File: config.mk
export PLATFORM = sky130hd
export DESIGN_NAME = alu_share_arb_flat
export DESIGN_NICKNAME = d
export VERILOG_FILES = /design/src/rtl/alu_share_arb_pkg.sv /design/src/rtl/alu_share_arb_if.sv /design/src/rtl/alu_share_arb_rr_arbiter.sv /design/src/rtl/alu_share_arb.sv /design/src/flat_wrapper.sv
export SDC_FILE = /design/constraint.sdc
export NUM_CORES = 1
export LEC_CHECK = 0
export ABC_AREA = 1
export CAP_MARGIN = 25
export CORE_ASPECT_RATIO = 0.6
export CORE_MARGIN = 4
export CORE_UTILIZATION = 25
export DETAILED_ROUTE_END_ITERATION = 8
export PLACE_DENSITY_LB_ADDON = 0.12
export SLEW_MARGIN = 10
export SYNTH_ARGS = -nofsm -noshare
export SYNTH_HDL_FRONTEND = slang
export SYNTH_SLANG_ARGS = --single-unit
File: constraint.sdc
create_clock -name clk -period 1.3 [get_ports clk]
set_clock_uncertainty 0.2 [all_clocks]
set_input_delay 0.13 -clock clk [delete_from_list [all_inputs] [get_ports clk]]
set_output_delay 0.13 -clock clk [all_outputs]
set_load 0.1 [all_outputs]
File: src/rtl/alu_share_arb_pkg.sv
// Shared types and widths for the ALU-sharing arbiter slice.
// Optional build macro: ALU_ARB_FIXED_PRIO_EN (fixed lowest-index priority instead of round-robin).
package alu_share_arb_pkg;

    localparam int unsigned XLEN = 32;
    localparam int unsigned OPW  = 4;

    typedef enum logic [OPW-1:0] {
        ALU_ADD  = 4'd0,
        ALU_SUB  = 4'd1,
        ALU_SLL  = 4'd2,
        ALU_SLT  = 4'd3,
        ALU_SLTU = 4'd4,
        ALU_XOR  = 4'd5,
        ALU_SRL  = 4'd6,
        ALU_SRA  = 4'd7,
        ALU_OR   = 4'd8,
        ALU_AND  = 4'd9,
        ALU_MUL  = 4'd10
    } aluop_e;

    typedef enum logic [0:0] {
        IDLE = 1'b0,
        RESP = 1'b1
    } arb_state_e;

    // Registered ALU response held for the current owner
    typedef struct packed {
        logic [XLEN-1:0] res;
        logic            zero;
    } alu_rsp_t;

    // Index width that stays at least one bit for a single requester
    function automatic int unsigned idx_width(input int unsigned n);
        return (n > 1) ? $clog2(n) : 1;
    endfunction

endpackage

File: src/rtl/alu_share_arb_if.sv
// Requester/response handshake bus plus the shared-ALU connection.
// slave = arbiter side, master = requesters and ALU side.
interface alu_share_arb_if
    import alu_share_arb_pkg::*;
#(
    parameter int unsigned NUM_REQ = 2
);

    logic [NUM_REQ-1:0]      req_valid;
    logic [NUM_REQ-1:0]      req_ready;
    logic [NUM_REQ*XLEN-1:0] req_opr_a;
    logic [NUM_REQ*XLEN-1:0] req_opr_b;
    logic [NUM_REQ*OPW-1:0]  req_aluop;
    logic [NUM_REQ-1:0]      rsp_valid;
    logic [NUM_REQ-1:0]      rsp_ready;
    logic [XLEN-1:0]         rsp_res;
    logic                    rsp_zero;
    logic [XLEN-1:0]         alu_opr_a;
    logic [XLEN-1:0]         alu_opr_b;
    logic [OPW-1:0]          alu_aluop;
    logic [XLEN-1:0]         alu_res;
    logic                    alu_zero;

    modport slave (
        input  req_valid, req_opr_a, req_opr_b, req_aluop, rsp_ready, alu_res, alu_zero,
        output req_ready, rsp_valid, rsp_res, rsp_zero, alu_opr_a, alu_opr_b, alu_aluop
    );

    modport master (
        output req_valid, req_opr_a, req_opr_b, req_aluop, rsp_ready, alu_res, alu_zero,
        input  req_ready, rsp_valid, rsp_res, rsp_zero, alu_opr_a, alu_opr_b, alu_aluop
    );

endinterface

File: src/rtl/alu_share_arb_rr_arbiter.sv
// One-hot request arbiter: round-robin starting at ptr, or lowest-index-first
// when ALU_ARB_FIXED_PRIO_EN is defined (no pointer input in that build).
module rr_arbiter
    import alu_share_arb_pkg::*;
#(
    parameter int unsigned N = 2,
    localparam int unsigned IW = idx_width(N)
) (
    input  logic [N-1:0]  req,
`ifndef ALU_ARB_FIXED_PRIO_EN
    input  logic [IW-1:0] ptr,
`endif
    output logic [N-1:0]  grant_c,
    output logic [IW-1:0] idx_c,
    output logic          any_c
);

`ifdef ALU_ARB_FIXED_PRIO_EN
    // First set bit from index 0 upward wins
    always_comb begin
        grant_c = '0;
        idx_c   = '0;
        any_c   = 1'b0;
        for (int i = 0; i < int'(N); i++) begin
            if (!any_c && req[i]) begin
                grant_c[i] = 1'b1;
                idx_c      = IW'(i);
                any_c      = 1'b1;
            end
        end
    end
`else
    logic [IW-1:0] pos;

    // Scan positions ptr, ptr+1, ... (mod N); idle index follows ptr
    always_comb begin
        grant_c = '0;
        idx_c   = ptr;
        any_c   = 1'b0;
        pos     = ptr;
        for (int k = 0; k < int'(N); k++) begin
            pos = IW'((int'(ptr) + k) % int'(N));
            for (int i = 0; i < int'(N); i++) begin
                if (!any_c && req[i] && (IW'(i) == pos)) begin
                    grant_c[i] = 1'b1;
                    idx_c      = pos;
                    any_c      = 1'b1;
                end
            end
        end
    end
`endif

endmodule

File: src/rtl/alu_share_arb.sv
// Shares one combinational ALU among NUM_REQ requesters with a registered, per-owner response.
// Build option ALU_ARB_FIXED_PRIO_EN selects fixed priority instead of round-robin.
module alu_share_arb
    import alu_share_arb_pkg::*;
#(
    parameter int unsigned NUM_REQ = 2
) (
    input  logic          clk,
    input  logic          rst,
    alu_share_arb_if.slave bus
);

    localparam int unsigned IW = idx_width(NUM_REQ);
    localparam logic [0:0] ST_IDLE = 1'b0;
    localparam logic [0:0] ST_RESP = 1'b1;

    logic [0:0]         state_q;
    logic [0:0]         state_d;
    logic [IW-1:0]      owner_q;
    alu_rsp_t           rsp_q;
    logic [NUM_REQ-1:0] grant_c;
    logic [IW-1:0]      win_idx_c;
    logic               any_c;
    logic               owner_rdy_c;
    logic               can_accept_c;
    logic               accept_c;

`ifndef ALU_ARB_FIXED_PRIO_EN
    logic [IW-1:0]      rr_ptr_q;
`endif

    rr_arbiter #(.N(NUM_REQ)) u_arb (
        .req     (bus.req_valid),
`ifndef ALU_ARB_FIXED_PRIO_EN
        .ptr     (rr_ptr_q),
`endif
        .grant_c (grant_c),
        .idx_c   (win_idx_c),
        .any_c   (any_c)
    );

    // Only the owner's rsp_ready can release the held result
    always_comb begin
        owner_rdy_c = 1'b0;
        for (int i = 0; i < int'(NUM_REQ); i++) begin
            if (IW'(i) == owner_q) begin
                owner_rdy_c = bus.rsp_ready[i];
            end
        end
    end

    assign can_accept_c  = !rst && ((state_q == ST_IDLE) || ((state_q == ST_RESP) && owner_rdy_c));
    assign accept_c      = can_accept_c && any_c;
    assign bus.req_ready = grant_c & {NUM_REQ{can_accept_c}};
    assign bus.rsp_res   = rsp_q.res;
    assign bus.rsp_zero  = rsp_q.zero;

    always_comb begin
        bus.rsp_valid = '0;
        for (int i = 0; i < int'(NUM_REQ); i++) begin
            bus.rsp_valid[i] = !rst && (state_q == ST_RESP) && (owner_q == IW'(i));
        end
    end

    // Operand mux follows the arbiter index, which rests on rr_ptr when nobody is granted
    always_comb begin
        bus.alu_opr_a = '0;
        bus.alu_opr_b = '0;
        bus.alu_aluop = '0;
        for (int i = 0; i < int'(NUM_REQ); i++) begin
            if (IW'(i) == win_idx_c) begin
                bus.alu_opr_a = bus.req_opr_a[i*XLEN +: XLEN];
                bus.alu_opr_b = bus.req_opr_b[i*XLEN +: XLEN];
                bus.alu_aluop = bus.req_aluop[i*OPW +: OPW];
            end
        end
    end

    always_comb begin
        state_d = state_q;
        case (state_q)
            ST_IDLE: if (accept_c) state_d = ST_RESP;
            ST_RESP: if (owner_rdy_c && !accept_c) state_d = ST_IDLE;
            default: state_d = ST_IDLE;
        endcase
    end

    always_ff @(posedge clk) begin
        if (rst) begin
            state_q <= ST_IDLE;
        end else begin
            state_q <= state_d;
        end
    end

    // Result capture and ownership transfer on every accept edge
    always_ff @(posedge clk) begin
        if (rst) begin
            owner_q  <= '0;
            rsp_q    <= '0;
`ifndef ALU_ARB_FIXED_PRIO_EN
            rr_ptr_q <= '0;
`endif
        end else if (accept_c) begin
            owner_q  <= win_idx_c;
            rsp_q    <= '{res: bus.alu_res, zero: bus.alu_zero};
`ifndef ALU_ARB_FIXED_PRIO_EN
            rr_ptr_q <= (win_idx_c == IW'(NUM_REQ - 1)) ? '0 : win_idx_c + IW'(1);
`endif
        end
    end

endmodule

File: src/flat_wrapper.sv
// flat-port wrapper written by rule: the top's interface ports become plain ports
module alu_share_arb_flat import alu_share_arb_pkg::*;
#(
    parameter int unsigned NUM_REQ = 2
)
  (clk, rst, bus_req_valid, bus_req_opr_a, bus_req_opr_b, bus_req_aluop, bus_rsp_ready, bus_alu_res, bus_alu_zero, bus_req_ready, bus_rsp_valid, bus_rsp_res, bus_rsp_zero, bus_alu_opr_a, bus_alu_opr_b, bus_alu_aluop);
  alu_share_arb_if #(.NUM_REQ(NUM_REQ)) bus_i ();
  input  logic clk;
  input  logic rst;
  input wire logic [$bits(bus_i.req_valid)-1:0] bus_req_valid;
  input wire logic [$bits(bus_i.req_opr_a)-1:0] bus_req_opr_a;
  input wire logic [$bits(bus_i.req_opr_b)-1:0] bus_req_opr_b;
  input wire logic [$bits(bus_i.req_aluop)-1:0] bus_req_aluop;
  input wire logic [$bits(bus_i.rsp_ready)-1:0] bus_rsp_ready;
  input wire logic [$bits(bus_i.alu_res)-1:0] bus_alu_res;
  input wire logic [$bits(bus_i.alu_zero)-1:0] bus_alu_zero;
  output wire logic [$bits(bus_i.req_ready)-1:0] bus_req_ready;
  output wire logic [$bits(bus_i.rsp_valid)-1:0] bus_rsp_valid;
  output wire logic [$bits(bus_i.rsp_res)-1:0] bus_rsp_res;
  output wire logic [$bits(bus_i.rsp_zero)-1:0] bus_rsp_zero;
  output wire logic [$bits(bus_i.alu_opr_a)-1:0] bus_alu_opr_a;
  output wire logic [$bits(bus_i.alu_opr_b)-1:0] bus_alu_opr_b;
  output wire logic [$bits(bus_i.alu_aluop)-1:0] bus_alu_aluop;
  assign bus_i.req_valid = bus_req_valid;
  assign bus_i.req_opr_a = bus_req_opr_a;
  assign bus_i.req_opr_b = bus_req_opr_b;
  assign bus_i.req_aluop = bus_req_aluop;
  assign bus_i.rsp_ready = bus_rsp_ready;
  assign bus_i.alu_res = bus_alu_res;
  assign bus_i.alu_zero = bus_alu_zero;
  assign bus_req_ready = bus_i.req_ready;
  assign bus_rsp_valid = bus_i.rsp_valid;
  assign bus_rsp_res = bus_i.rsp_res;
  assign bus_rsp_zero = bus_i.rsp_zero;
  assign bus_alu_opr_a = bus_i.alu_opr_a;
  assign bus_alu_opr_b = bus_i.alu_opr_b;
  assign bus_alu_aluop = bus_i.alu_aluop;
  alu_share_arb #(.NUM_REQ(NUM_REQ)) u_core (.clk(clk), .rst(rst), .bus(bus_i));
endmodule
==> impl_metrics.ini, run 1 <==
[synthesis]
ys_seq_area_frac = 0.301
syn_avg_cell_area_um2 = 5.22
synth_compound_gate_area_share = 0.0816
async_flop_share = 0
synth_area_leader_cell = nand2_1
synth.distinct_cells = 17
synth_top_family_by_area = simple AND/OR/NAND/NOR gates
synth_ff_type = dfxtp_1
synth_warnings = 0
synth_simple_gate_area_share = 0.451
syn_area_um2 = 2390
yosys.area_share.xor_xnor = 0
yosys-top-cells-area = nand2_1, dfxtp_1, inv_1
syn_nets = 633
synth-edff-count = 0
synth-adder-area-share = 0
ys_ff_latch = 36
yosysTopAreaCellShare = 0.384
syn_inst = 458
muxShareOfSynthArea = 0

[clock_tree]
cts.sinks = 36
htreeDepth = 2
cts_buffer_depth = 2
cts_root_buf = clkbuf_16
numCtsBuffers = 5

[grt]
grt_max_degree = 35

[die]
ios = 280
initial_core_util = 0.258
placementRows = 27
die_h_um = 83.8
die_x_um = 134

[status]
status = stopped before the end
failing_step = global routing
tool.error = [ERROR DPL-0038] Utilization greater than 100%, impossible to legalize

[placed_design]
hpwlAfterDp_mm = 12.7
portBuffers = 279
routabilityCongestion = 0.750

[sta]
crit_endpoint = bus_alu_opr_b[24]
worst_endpoint_kind = output port
kinds of logic after synthesis:
family / count (synthesis)
AND/OR/NAND/NOR: 285
AO/OA/AOI/OAI: 38
flip-flops: 36
buffers and inverters: 99
stage by stage:
| stage | cells | instance area (µm²) | setup slack (ns) |
|---|---|---|---|
| 3_3_place_gp | 865 | 8160 | -0.776 |
| 3_5_place_dp | 865 | 8160 | -0.788 |
| 4_1_cts | 899 | 9030 | -0.667 |
| 2_1_floorplan | 458 | 4140 | -0.340 |
cells in the mapped netlist (2+ instances only):
cell type	number
nand2_1	245
inv_1	72
clkbuf_1	10
inv_2	2
nor3_1	2
nor2_1	36
dfxtp_1	36
a21oi_1	2
buf_2	11
o21ai_0	34
buf_1	2
timing repair:
action                     CTS
setup buffers               17
hold buffers                 0
gates resized for setup    132
setup endpoints to repair  107
pin swaps                   17
gates cloned                11
==> inputs of run 2 (changes only) <==
- CORE_ASPECT_RATIO: 0.6 -> not set
- CORE_UTILIZATION: 25 -> 20
- PLACE_DENSITY_LB_ADDON: 0.12 -> 0.15
- clock period: 1.3 -> 1.7 ns (I/O delays scaled with it)
==> impl_metrics.ini, run 2 <==
[cells_and_area]
area_growth_pct = 228
fin_area_um2 = 7850
largest_reg_flops = 32
layoutNonFillerInstCount = 899
drive_gt1_frac = 0.385
final_cell_mix = clkdlybuf4s50_1, nand2_1, buf_12
final_common_cell = clkdlybuf4s50_1
fin_util = 0.678
nets = 928
fillCellCount = 938

[route]
drt_wl_total_mm = 14.3
wl_per_cell_um = 15.9
route.detailed.drc = 0
first_iter_violations = 111
num_vias = 3747
route.antenna.remaining_nets = 0
dr.pass1.iters = 4
viasPerCell = 4.17

[clock_tree]
htreeDepth = 2
cts.clk_slew.worst_paths_ns = 0.05
clock_latency_ns = 0.28
numCtsBuffers = 5
cts_tree = built
cts_root_buf = clkbuf_16
cts.sinks = 36
cts_buffer_depth = 2

[status]
violations = setup timing
status = complete, but fails checks

[sta]
final.setup.tns_ns = -14.75
slew_headroom = 0.841
max_freq_ghz = 0.517
finalSetupViolCount = 70
slew_violations = 0
hold_viol = 0
fin_crit_sh = 1.14
rsz0062_at_grt = true
layout_setup_ws_ns = -0.234
min_period_ns = 1.93
tightest_slew_ns = 0.238

[grt]
overflow = 0
grt_pass1_vias = 3887
antenna_found_initial = 2
grt_usage = 0.189
grt_pass1_wl_mm = 20.7
grt_max_degree = 31

[die]
die_h_um = 117
ios = 280
placementRows = 39
die-area_um2 = 13800
core_region_area_um2 = 11600
initial_core_util = 0.207
die_x_um = 117

[worst_hold_path]
min-delay-start = bus_alu_res[6]
hold_class = input pin to flip-flop

[worst_setup_path]
timing.rr.end = u_core.rr_ptr_q$_SDFFE_PP0P_
setup.worst_path.end = bus_alu_opr_b[24]
r2r_start = u_core.owner_q$_SDFFE_PP0P_
critPathLaunch = u_core.rr_ptr_q$_SDFFE_PP0P_
crit_path_end_kind = output pin
cp_max_fo = 6
reg2reg_depth = 9
r2r_setup_slack_ns = 0.16
arrival_ns = 1.56
crit_type = flip-flop to output pin
critPathLaunchType = flip-flop
crit_required_ns = 1.33

[pwr]
p_int_w = 0.00337
p_sw_w = 0.00314
p_clk_frac = 0.156
p_comb_frac = 0.688
ir_worst_vdd_v = 0.000474
p_leak_nw = 3.67
seqPwrFrac = 0.156
power.density_nw_per_um2 = 829
p_sw_frac = 0.482
total_power_w = 0.00651

[placed_design]
portBuffers = 279
routabilityCongestion = 0.808
hpwlAfterDp_mm = 11.4
dpl.cell_count = 872
postPlaceCellArea_um2 = 6990

[synthesis]
synth.distinct_cells = 17
yosysTopAreaCellShare = 0.384
synth_compound_gate_area_share = 0.0816
synth-edff-count = 0
synth_top_family_by_area = simple AND/OR/NAND/NOR gates
yosys.area_share.xor_xnor = 0
synth-adder-area-share = 0
synth_warnings = 0
synth_commonest_cells = nand2_1, inv_1, dfxtp_1, nor2_1, o21ai_0
muxShareOfSynthArea = 0
yosysMostFrequentCell = nand2_1
async_flop_share = 0
syn_inst = 458
syn_avg_cell_area_um2 = 5.22
synth_area_leader_cell = nand2_1
synth_ff_type = dfxtp_1
ys_ff_latch = 36
syn_area_um2 = 2390
yosys-top-cells-area = nand2_1, dfxtp_1, inv_1
ys_seq_area_frac = 0.301
synth_simple_gate_area_share = 0.451
syn_nets = 633

[job]
maxCapViolations = 0
## run 2: cells by family after synthesis
kind of cell           after synthesis
AOI/OAI and AO/OA                   38
and+or+nand+nor                    285
buffers and inverters               99
DFF                                 36
## run 2: repair_timing
action,CTS,global route
endpoints found under the hold margin,0,0
pin swaps,3,6
hold buffers,0,0
cloned,2,11
resized for setup,24,88
endpoints found under the setup margin,70,85
setup buffers,3,1
## run 2: worst min path at each step
| stage | endpoint | slack [ns] | depth (start not counted) |
|---|---|---|---|
| final | u_core.bus.rsp_res[6]$_SDFFE_PP0P_ | 0.25 | 3 |
| after detailed placement | u_core.state_q$_SDFF_PP0_ | 0.35 | 2 |
| after global placement | u_core.state_q$_SDFF_PP0_ | 0.35 | 2 |
| after floorplan | u_core.bus.rsp_res[10]$_SDFFE_PP0P_ | 0.12 | 2 |
| after CTS | u_core.bus.rsp_res[11]$_SDFFE_PP0P_ | 0.24 | 3 |
| after global routing | u_core.bus.rsp_res[5]$_SDFFE_PP0P_ | 0.26 | 3 |
## run 2: area by class of cell
cell class | count | area, µm² | share of cell area
timing repair buffer | 313 | 4380 | 0.558
multi-input combinational | 323 | 2110 | 0.269
sequential | 36 | 726 | 0.0925
inverter | 74 | 280 | 0.0357
tap | 143 | 179 | 0.0228
clock buffer | 6 | 129 | 0.0164
clock inverter | 2 | 35.0 | 0.00447
antenna | 2 | 5.00 | 0.000638
## run 2: power by group through the flow
stage               Sequential [W]  Clock (W)  Combinational (W)
global placement           0.00103          0            0.00417
floorplan                  0.00155          0            0.00193
finish                     0.00102    0.00101            0.00447
CTS                        0.00102    0.00105            0.00428
detailed placement         0.00104          0            0.00420
global route               0.00103    0.00109            0.00463
## run 2: per-layer routing
| metal | GRT usage | share of wire | wire length [µm] |
|---|---|---|---|
| met3 | 0.0852 | 0.093 | 1340 |
| met1 | 0.182 | 0.34 | 4820 |
| met4 | 0.0652 | 0.022 | 308 |
| met5 | 0 | 0 | 0 |
| met2 | 0.355 | 0.55 | 7830 |
## run 2: worst max-delay path, cell delays in order, from the launching register on
cell	delay [ns]
dfxtp_4	0.37
nand2_2	0.05
nand2_2	0.08
o21ai_4	0.08
inv_4	0.09
buf_12	0.15
clkbuf_16	0.17
nand2_4	0.05
nand2_4	0.07
buf_12	0.17
## run 2: per-stage QoR
step           worst slack (ns)  hold WS (ns)
6_report                 -0.234         0.251
2_1_floorplan           0.00847         0.115
5_1_grt                  -0.316         0.262
3_5_place_dp             -0.380         0.350
4_1_cts                  -0.254         0.243
3_3_place_gp             -0.378         0.354
No activity file was read; power rests on OpenSTA's default activity.
